`src/rtl/draw_pkg.sv`:
```
// draw_pkg: shared screen geometry, frame-buffer address width and point-writer FSM states.
package draw_pkg;
    localparam logic [9:0] X_MAX = 10'd799;
    localparam logic [9:0] Y_MAX = 10'd599;
    localparam int LINE_WIDTH = 800;
    localparam int ADDR_W = 20;
    typedef enum logic [2:0] {IDLE, LOAD, STAMP, RENEW, SETTLE, FIN} state_t;
endpackage

```
`src/rtl/line_point_writer_if.sv`:
```
// line_point_writer_if: frame-buffer write port; the writer is master, the frame buffer is slave.
interface line_point_writer_if;
    logic                        o_wr_req;
    logic [draw_pkg::ADDR_W-1:0] o_wr_addr;
    logic [15:0]                 o_wr_data;
    logic                        i_wr_ack;
    modport master (output o_wr_req, o_wr_addr, o_wr_data, input i_wr_ack);
    modport slave (input o_wr_req, o_wr_addr, o_wr_data, output i_wr_ack);
endinterface

```
`src/rtl/pixel_addr_calc.sv`:
```
// pixel_addr_calc: combinational y*800+x using shifts only (800 = 512+256+32).
module pixel_addr_calc (
    input  logic [9:0]  x,
    input  logic [9:0]  y,
    output logic [19:0] addr
);
    always_comb addr = {1'b0, y, 9'd0} + {2'd0, y, 8'd0} + {5'd0, y, 5'd0} + {10'd0, x};
endmodule

```
`src/rtl/line_point_writer.sv`:
```
// line_point_writer: stamps a square (or, with POINT_ROUND_EN, corner-less) point at each generator position.
module line_point_writer #(
    parameter logic [9:0] X_MAX = draw_pkg::X_MAX,
    parameter logic [9:0] Y_MAX = draw_pkg::Y_MAX,
    parameter int LINE_WIDTH = draw_pkg::LINE_WIDTH
) (
    input  logic                       clk,
    input  logic                       rst,
    input  logic                       start,
    input  logic [9:0]                 i_X_pos,
    input  logic [9:0]                 i_Y_pos,
    input  logic                       i_done,
    input  logic [3:0]                 point_size,
    input  logic [15:0]                color,
    output logic                       o_renew,
    output logic                       o_busy,
    output logic                       o_frame_done,
    line_point_writer_if.master        bus
);
    draw_pkg::state_t state;
    logic [9:0]  x, y;
    logic [3:0]  ps, dx, dy, ndx, ndy;
    logic [10:0] sx, sy;
    logic [19:0] addr;
    logic        load, last, advance, corner, visible;
    // Next stamp position is precomputed so request/address can be registered.
    always_comb begin
        load    = state == draw_pkg::LOAD;
        last    = dx == ps && dy == ps;
        advance = !bus.o_wr_req || bus.i_wr_ack;
        ndx     = (load || dx == ps) ? 4'd0 : dx + 4'd1;
        ndy     = load ? 4'd0 : (dx == ps) ? dy + 4'd1 : dy;
        sx      = {1'b0, load ? i_X_pos : x} + {7'd0, ndx};
        sy      = {1'b0, load ? i_Y_pos : y} + {7'd0, ndy};
        visible = sx <= {1'b0, X_MAX} && sy <= {1'b0, Y_MAX} && !corner;
    end
`ifdef POINT_ROUND_EN
    logic [3:0] psz;
    always_comb begin
        psz    = load ? point_size : ps;
        corner = psz >= 4'd2 && (ndx == 4'd0 || ndx == psz) && (ndy == 4'd0 || ndy == psz);
    end
`else
    assign corner = 1'b0;
`endif
    generate
        if (LINE_WIDTH == 800) begin : g_shift
            pixel_addr_calc u_addr (.x(sx[9:0]), .y(sy[9:0]), .addr(addr));
        end else begin : g_mul
            assign addr = 20'(32'(sy) * LINE_WIDTH + 32'(sx));
        end
    endgenerate
    always_ff @(posedge clk) begin
        if (!rst) begin
            state         <= draw_pkg::IDLE;
            x             <= '0;
            y             <= '0;
            ps            <= '0;
            dx            <= '0;
            dy            <= '0;
            o_renew       <= 1'b0;
            o_busy        <= 1'b0;
            o_frame_done  <= 1'b0;
            bus.o_wr_req  <= 1'b0;
            bus.o_wr_addr <= '0;
            bus.o_wr_data <= '0;
        end else begin
            case (state)
                draw_pkg::IDLE: if (start) begin
                    state  <= draw_pkg::LOAD;
                    o_busy <= 1'b1;
                end
                draw_pkg::LOAD: if (i_done) begin
                    state        <= draw_pkg::FIN;
                    o_frame_done <= 1'b1;
                end else begin
                    state         <= draw_pkg::STAMP;
                    x             <= i_X_pos;
                    y             <= i_Y_pos;
                    ps            <= point_size;
                    dx            <= '0;
                    dy            <= '0;
                    bus.o_wr_data <= color;
                    bus.o_wr_req  <= visible;
                    if (visible) bus.o_wr_addr <= addr;
                end
                draw_pkg::STAMP: if (advance) begin
                    if (last) begin
                        state        <= draw_pkg::RENEW;
                        bus.o_wr_req <= 1'b0;
                        o_renew      <= 1'b1;
                    end else begin
                        dx           <= ndx;
                        dy           <= ndy;
                        bus.o_wr_req <= visible;
                        if (visible) bus.o_wr_addr <= addr;
                    end
                end
                draw_pkg::RENEW: begin
                    state   <= draw_pkg::SETTLE;
                    o_renew <= 1'b0;
                end
                draw_pkg::SETTLE: state <= draw_pkg::LOAD;
                draw_pkg::FIN: begin
                    state        <= draw_pkg::IDLE;
                    o_frame_done <= 1'b0;
                    o_busy       <= 1'b0;
                end
                default: state <= draw_pkg::IDLE;
            endcase
        end
    end
endmodule

```
`src/flat_wrapper.sv`:
```
// flat-port wrapper written by rule: the top's interface ports become plain ports
module line_point_writer_flat 
#(
    parameter logic [9:0] X_MAX = draw_pkg::X_MAX,
    parameter logic [9:0] Y_MAX = draw_pkg::Y_MAX,
    parameter int LINE_WIDTH = draw_pkg::LINE_WIDTH
)
  (clk, rst, start, i_X_pos, i_Y_pos, i_done, point_size, color, o_renew, o_busy, o_frame_done, bus_o_wr_req, bus_o_wr_addr, bus_o_wr_data, bus_i_wr_ack);
  line_point_writer_if bus_i ();
  input  logic clk;
  input  logic rst;
  input  logic start;
  input  logic [9:0] i_X_pos;
  input  logic [9:0] i_Y_pos;
  input  logic i_done;
  input  logic [3:0] point_size;
  input  logic [15:0] color;
  output logic o_renew;
  output logic o_busy;
  output logic o_frame_done;
  output wire logic [$bits(bus_i.o_wr_req)-1:0] bus_o_wr_req;
  output wire logic [$bits(bus_i.o_wr_addr)-1:0] bus_o_wr_addr;
  output wire logic [$bits(bus_i.o_wr_data)-1:0] bus_o_wr_data;
  input wire logic [$bits(bus_i.i_wr_ack)-1:0] bus_i_wr_ack;
  assign bus_o_wr_req = bus_i.o_wr_req;
  assign bus_o_wr_addr = bus_i.o_wr_addr;
  assign bus_o_wr_data = bus_i.o_wr_data;
  assign bus_i.i_wr_ack = bus_i_wr_ack;
  line_point_writer #(.X_MAX(X_MAX), .Y_MAX(Y_MAX), .LINE_WIDTH(LINE_WIDTH)) u_core (.clk(clk), .rst(rst), .start(start), .i_X_pos(i_X_pos), .i_Y_pos(i_Y_pos), .i_done(i_done), .point_size(point_size), .color(color), .o_renew(o_renew), .o_busy(o_busy), .o_frame_done(o_frame_done), .bus(bus_i));
endmodule
```
`config.mk`:
```
export PLATFORM = sky130hd
export DESIGN_NAME = line_point_writer_flat
export DESIGN_NICKNAME = d
export VERILOG_FILES = /design/src/rtl/draw_pkg.sv /design/src/rtl/line_point_writer_if.sv /design/src/rtl/pixel_addr_calc.sv /design/src/rtl/line_point_writer.sv /design/src/flat_wrapper.sv
export SDC_FILE = /design/constraint.sdc
export NUM_CORES = 1
export LEC_CHECK = 0
export ABC_AREA = 1
export BUFFER_PORTS_ARGS = -buffer_cell sky130_fd_sc_hd__buf_4
export CORE_MARGIN = 2
export CORE_UTILIZATION = 58
export DETAILED_ROUTE_END_ITERATION = 8
export GPL_TIMING_DRIVEN = 0
export PLACE_DENSITY = 0.84
export SYNTH_ARGS = -nofsm -noshare
export SYNTH_HDL_FRONTEND = slang
export SYNTH_HIERARCHICAL = 1
export SYNTH_SLANG_ARGS = --single-unit
```
`constraint.sdc`:
```
create_clock -name clk -period 5.69 [get_ports clk]
set_input_delay 0.2845 -clock clk [delete_from_list [all_inputs] [get_ports clk]]
set_output_delay 0.2845 -clock clk [all_outputs]
set_load 0.02 [all_outputs]
```
=== Word-level counts from Yosys, hierarchy flattened ===
Cells that the tools add are included.

* Register bits after elaboration: 75
* Input port bits: 45
* Output and inout port bits: 40
* Word-level logic and storage cells: 85

* $add $sub $neg: 7
* Order comparisons: 2
* Eq/ne operators: 13
* Multiplexer cells: 33
* Bitwise logic cells: 1
* Reduce and logical (&&, ||, !) cells: 17

{| class="wikitable"
|+ Operators by type and width
! kind !! count
|-
| $mux 20 || 4
|-
| $pmux 20 s2 || 1
|-
| $mux 4 || 8
|-
| $add 10x4->11 || 2
|-
| $le 11x10->1 const B || 2
|-
| $add 19x18->20 || 1
|-
| $add 20x10->20 || 1
|-
| $add 20x15->20 || 1
|-
| $mux 10 || 2
|-
| $pmux 4 s2 || 2
|-
| $pmux 3 s5 || 1
|-
| $mux 3 || 4
|-
| $reduce_and 3->1 || 3
|-
| $add 4x1->4 const B || 2
|-
| $eq 4x4->1 || 2
|-
| $ne 2x2->1 const B || 4
|-
| $pmux 1 s2 || 4
|-
| $reduce_bool 2->1 || 4
|-
| $mux 1 || 7
|-
| $eq 3x2->1 const B || 2
|-
| $eq 3x3->1 const B || 2
|-
| $reduce_and 2->1 || 3
|-
| $ne 2x1->1 const B || 2
|-
| $reduce_and 4->1 || 1
|-
| other kinds (6) || 8
|}

=== Longest topological paths before layout ===
* Depth in word-level cells: 11
* Gate-level depth with buffers: 35
* Mapped depth without buffers: 35

=== Cells and area by module ===
The synthesis kept the hierarchy.

{| class="wikitable"
|+ By module, submodules not included
! module !! times used !! cells each !! area an instance (um^2) !! sequential area each (um^2)
|-
| line_point_writer || 1 || 687 || 4389.2 || 1501.4
|-
| pixel_addr_calc || 1 || 199 || 1248.7 || 0.0
|}

=== Worst setup path after synthesis ===
Ideal clock, no wire load.

* Kind: register to register
* Start point: register u_core.state[2]
* End point: register u_core.bus.o_wr_addr[14]
* Data arrival time: 4.572 ns
* Data required time: 5.580 ns
* Slack: 1.008 ns
* Cell stages (with the launch flop): 35
* Buffers on the path: 3
* Clock period less this slack: 4.682 ns
* Path through: dfxtp_1 > inv_2 > nand3_2 > buf_6 > buf_2 > buf_1 > o21ai_0 > nor2_1 > ha_1 > inv_1 > fa_1 > nand3b_1 > nand2_1 > nand3_1 > nor2_4 > nand2_1 > nand2_1 > nand2_1 > inv_1 > inv_1 > fa_1 > inv_1 > ha_1 > ha_1 > nand2_1 > inv_1 > nand2_1 > nand2_1 > inv_1 > nand2_1 > xor2_1 > inv_1 > nand4_1 > nand2_1 > nor2_1

* Elaborated cells on any way between the ends: 25
* Those cells by class: add/sub (5); order compare (2); eq/ne (5); mux (9); reduce/logical (4)

{| class="wikitable"
|+ RTL lines
! element !! line !! text
|-
| start, declared || line_point_writer.sv:20 || <nowiki>draw_pkg::state_t state;</nowiki>
|-
| start signal, assigned || line_point_writer.sv:55 || <nowiki>state <= draw_pkg::IDLE;</nowiki>
|-
| start signal, assigned || line_point_writer.sv:70 || <nowiki>state <= draw_pkg::LOAD;</nowiki>
|-
| start signal, assigned || line_point_writer.sv:74 || <nowiki>state <= draw_pkg::FIN;</nowiki>
|-
| $eq 3x1->1 * || line_point_writer.sv:28 || <nowiki>load = state == draw_pkg::LOAD;</nowiki>
|-
| $mux 10 / $mux 4 (equally long branches) || line_point_writer.sv:34, line_point_writer.sv:32 ||
|-
| $add 10x4->11 * || line_point_writer.sv:34 || <nowiki>sy = {1'b0, load ? i_Y_pos : y} + {7'd0, ndy};</nowiki>
|-
| named net u_core.sy[8] || line_point_writer.sv:23 || <nowiki>logic [10:0] sx, sy;</nowiki>
|-
| $add 20x15->20 * || pixel_addr_calc.sv:7 || <nowiki>always_comb addr = {1'b0, y, 9'd0} + {2'd0, y, 8'd0} + {5'd0, y, 5'd0} + {10'd0, x};</nowiki>
|-
| $add 20x10->20 * || pixel_addr_calc.sv:7 ||
|-
| named net u_core.addr[14] || line_point_writer.sv:24 || <nowiki>logic [19:0] addr;</nowiki>
|-
| $mux 20 * || line_point_writer.sv:85, line_point_writer.sv:96 ||
|-
| $mux 20 || line_point_writer.sv:88 || <nowiki>if (last) begin</nowiki>
|-
| $mux 20 || line_point_writer.sv:87 || <nowiki>draw_pkg::STAMP: if (advance) begin</nowiki>
|-
| $pmux 20 s2 * || line_point_writer.sv:68 || <nowiki>case (state)</nowiki>
|-
| end signal, assigned || line_point_writer.sv:85 || <nowiki>if (visible) bus.o_wr_addr <= addr;</nowiki>
|-
| end signal, assigned || line_point_writer.sv:96 || <nowiki>if (visible) bus.o_wr_addr <= addr;</nowiki>
|-
| end, declared || line_point_writer_if.sv:7 || <nowiki>modport master (output o_wr_req, o_wr_addr, o_wr_data, input i_wr_ack);</nowiki>
|}

Mark *: on every way through the listed nets, which the timed path passes. The rest lies on a longest branch. The select of a mux whose other input is x is not followed.
A chain may end at the register's enable or synchronous reset.

=== Final worst setup path ===
* Start point: register u_core.state[2]
* End point: register u_core.bus.o_wr_addr[19]

* Longest elaborated chain between the ends: 10
* Elaborated cells on any way between the ends: 25
* Those cells by class: add/sub (5); order compare (2); eq/ne (5); mux (9); reduce/logical (4)

{| class="wikitable"
|+ Ends and longest elaborated chain
! element !! line
|-
| $eq 3x1->1 * || line_point_writer.sv:28
|-
| $mux 10 / $mux 4 (equally long branches) || line_point_writer.sv:34, line_point_writer.sv:32
|-
| $add 10x4->11 * || line_point_writer.sv:34
|-
| named net u_core.sy[8] || line_point_writer.sv:23
|-
| $add 19x18->20 || pixel_addr_calc.sv:7
|-
| $add 20x15->20 * || pixel_addr_calc.sv:7
|-
| $add 20x10->20 * || pixel_addr_calc.sv:7
|-
| named net u_core.addr[19] || line_point_writer.sv:24
|-
| $mux 20 * || line_point_writer.sv:85, line_point_writer.sv:96
|-
| $mux 20 || line_point_writer.sv:88
|-
| $mux 20 || line_point_writer.sv:87
|-
| $pmux 20 s2 * || line_point_writer.sv:68
|}

Marked as above.

==> impl_metrics.ini <==
[status]
status = finished clean

[cells_and_area]
drive_gt1_share_pct = 15.0
register_area_sq_um = 1500
nets = 1076
multi_input_area_sq_um = 3270
final_layout_fill_cell_count = 832
antenna_cells_inserted = 0
area_growth_syn_to_layout_pct = 17.8
layout.core_utilization_pct = 71.2

[detailed_routing]
count_of_unresolved_drc_violations_after_routing = 0
viasPerCell = 4.98
route.detailed.wl_per_inst_microns = 11.7
dr_total_vias = 5543
route.final.wire_length_microns = 13000
drtIter0Drc = 207
dr.pass1.iters = 8
ant_nets = 0

[global_route]
grt_antenna_before_repair = 0
grt.overflow.total = 0
grt_max_degree = 18
grt_first_pass_wirelength_microns = 21800
number_of_global_route_vias_before_repair = 5131
global_route.usage.total_pct = 26.0

[floorplanning]
die_x_microns = 103
total_die_area_sq_um = 10500
design.portCount = 85
placement_rows = 35
initial_utilization_pct = 60.4
core_area_sq_um = 9330
dieHeight_microns = 103

[worst_setup_path]
cp.arrival_ps = 5360
crit_path_top_delay_cell = sky130_fd_sc_hd__fa_1
reg2reg_slack_ps = 590
crit_path_end_kind = flop
crit_top_cell = sky130_fd_sc_hd__nand2_1
cp_max_fo = 19
critical_path.max_stage_delay_ps = 480
worst_setup_path_type = flop to flop
worstSetupStartpointType = flop
worst_ep_required_time_ps = 5950

[synthesis]
netlist_instances = 886
synth_top_cell_by_area = sky130_fd_sc_hd__dfxtp_1
post_synth.cell_area_avg_sq_um = 6.36
synth.yosys.warnings = 6
synth-edff-count = 0
seq_total_area_yosys_pct = 26.6
ys.flop_type = sky130_fd_sc_hd__dfxtp_1
synth-seq-cells = 75
synthMostInstantiatedCell = sky130_fd_sc_hd__nand2_1
synth_fp_nets = 982
share_of_the_synthesized_area_in_the_top_cell_type_pct = 26.6
synth_area_sq_um = 5640
synth_commonest_cells = 243 x sky130_fd_sc_hd__nand2_1, 175 x sky130_fd_sc_hd__inv_1, 96 x sky130_fd_sc_hd__nor2_1
synth_cell_types = 36
synthTopCellsByArea = sky130_fd_sc_hd__dfxtp_1 27%, sky130_fd_sc_hd__nand2_1 16%, sky130_fd_sc_hd__inv_1 12%
async_reset_ff_share_pct = 0

[clock_tree]
ctsRootBufferMaster = sky130_fd_sc_hd__clkbuf_8
cts_sink_count = 75
cts_max_level = 3
cts-root-to-sink-buffers = 2
num_cts_buffers = 9
clock_tree_from_tritoncts = yes
clk_pin_slew_worst_paths_ps = 100
cts_hold_repair.buffers = 0
worst_skew_pair.late_latency_ps = 360

[timing]
timing_max_transition_violations_final = 0
finClkSkew_ps = 10.6
slew_headroom_pct = 61.5
fmax_ghz = 0.196
tightestPinTransition_ps = 575
finalHoldViolCount = 0
setup_repair_after_global_routing_missed_its_margin = no
report.final.setup_viol = 0
final.period_utilization_pct = 89.6
finalCriticalPeriod_ps = 5100
timing.setup.tns_ps = 0

[place]
place.detailed.hpwl_microns = 10100
port_buffers = 84
globalplace.congestion = 0.873

[pwr]
fin_total_pwr_mw = 2.44
power.ir.vdd_worst_mv = 0.181
pwr_per_cell_area_nw_per_um2 = 367
leakagePower_nw = 3.63

[min_path]
hold_path.class = input port to flop

[flow_run]
max_capacitance_violation_count = 0
## worst paths after layout
check | start | cells past startpoint | to
worst max-delay path | u_core/state[2] | 34 | u_core/bus.o_wr_addr[19]
worst min register to register | u_core/x[8] | 2 | u_core/x[8]
worst max register to register | u_core/state[2] | 34 | u_core/bus.o_wr_addr[19]
worst min-delay path | color[0] | 3 | u_core/bus.o_wr_data[0]
## flip-flops by register name (all words and copies together), names as in the netlist
register and count:
u_core/dy 4, u_core/y 10, u_core/x 10, u_core/o_renew 1, u_core/o_frame_done 1, u_core/state 3, u_core/dx 4, u_core/o_busy 1
u_core/bus.o_wr_data 16, u_core/bus.o_wr_addr 20, u_core/ps 4, u_core/bus.o_wr_req 1
## layout by cell type (no fill, tap or decap), types with 9 or more instances in the layout
cell type                  count
sky130_fd_sc_hd__a21oi_1      35
sky130_fd_sc_hd__buf_4        89
sky130_fd_sc_hd__clkbuf_1     13
sky130_fd_sc_hd__clkbuf_8      9
sky130_fd_sc_hd__dfxtp_1      75
sky130_fd_sc_hd__fa_1         11
sky130_fd_sc_hd__ha_1         40
sky130_fd_sc_hd__inv_1       175
sky130_fd_sc_hd__nand2_1     243
sky130_fd_sc_hd__nand3_1      44
sky130_fd_sc_hd__nand4_1      29
sky130_fd_sc_hd__nor2_1       96
sky130_fd_sc_hd__nor2_2       11
sky130_fd_sc_hd__o21ai_0      32
sky130_fd_sc_hd__xor2_1       12
## repair_timing
action,CTS,global route
resized for setup,0,5
buffers inserted,0,0
setup endpoints to repair,0,8
## final cells by class
cell class / count / area share [%]
Buffer: 33 / 2.99
Clock buffer: 9 / 1.86
Clock inverter: 7 / 1.22
Inverter: 178 / 10.1
Multi-Input combinational cell: 599 / 49.3
Sequential cell: 75 / 22.6
Tap cell: 129 / 2.43
Timing Repair Buffer: 84 / 9.49
## critical path: cells and delay by family (launching register included)
family | cells | cell delay (ps)
simple gates | 19 | 1830
fa+ha+maj | 5 | 1730
compound gates | 1 | 110
flops | 1 | 420
buf+inv | 9 | 900
## power by group
part / switching [mW] / internal (mW) / total [mW]
Clock: 0.243 / 0.176 / 0.419
Combinational: 0.865 / 0.521 / 1.39
Sequential: 0.0398 / 0.596 / 0.636
## through the flow
| step | setup slack (ps) | cells | area [sq um] | hold slack (ps) |
|---|---|---|---|---|
| global route | 7.05 | 1114 | 6640 | 130 |
| floorplan | 1010 | 886 | 5640 | 419 |
| finish | 593 | 1114 | 6640 | 140 |
| CTS | 223 | 1115 | 6640 | 132 |
| detailed placement | 250 | 1099 | 6430 | 449 |
| global placement | 273 | 1099 | 6430 | 443 |
## cells by family (layout without fill, tap and decap cells)
group / Yosys count / after routing / share of synthesized area (%)
AO/OA/AOI/OAI: 82 / 82 / 7.75
buffers and inverters: 212 / 311 / 15.4
XOR/XNOR: 19 / 19 / 2.95
adder cells (fa/ha/maj): 51 / 51 / 12.8
flip-flops: 75 / 75 / 26.6
AND/OR/NAND/NOR: 447 / 447 / 34.5
## per-layer routing
layer / global-route usage [%] / wire [microns]
met3: 5.08 / 711
met5: 0 / 0
met2: 47.4 / 6430
met1: 29.7 / 5610
met4: 10.3 / 273
No activity file was read; power rests on OpenSTA's default activity.
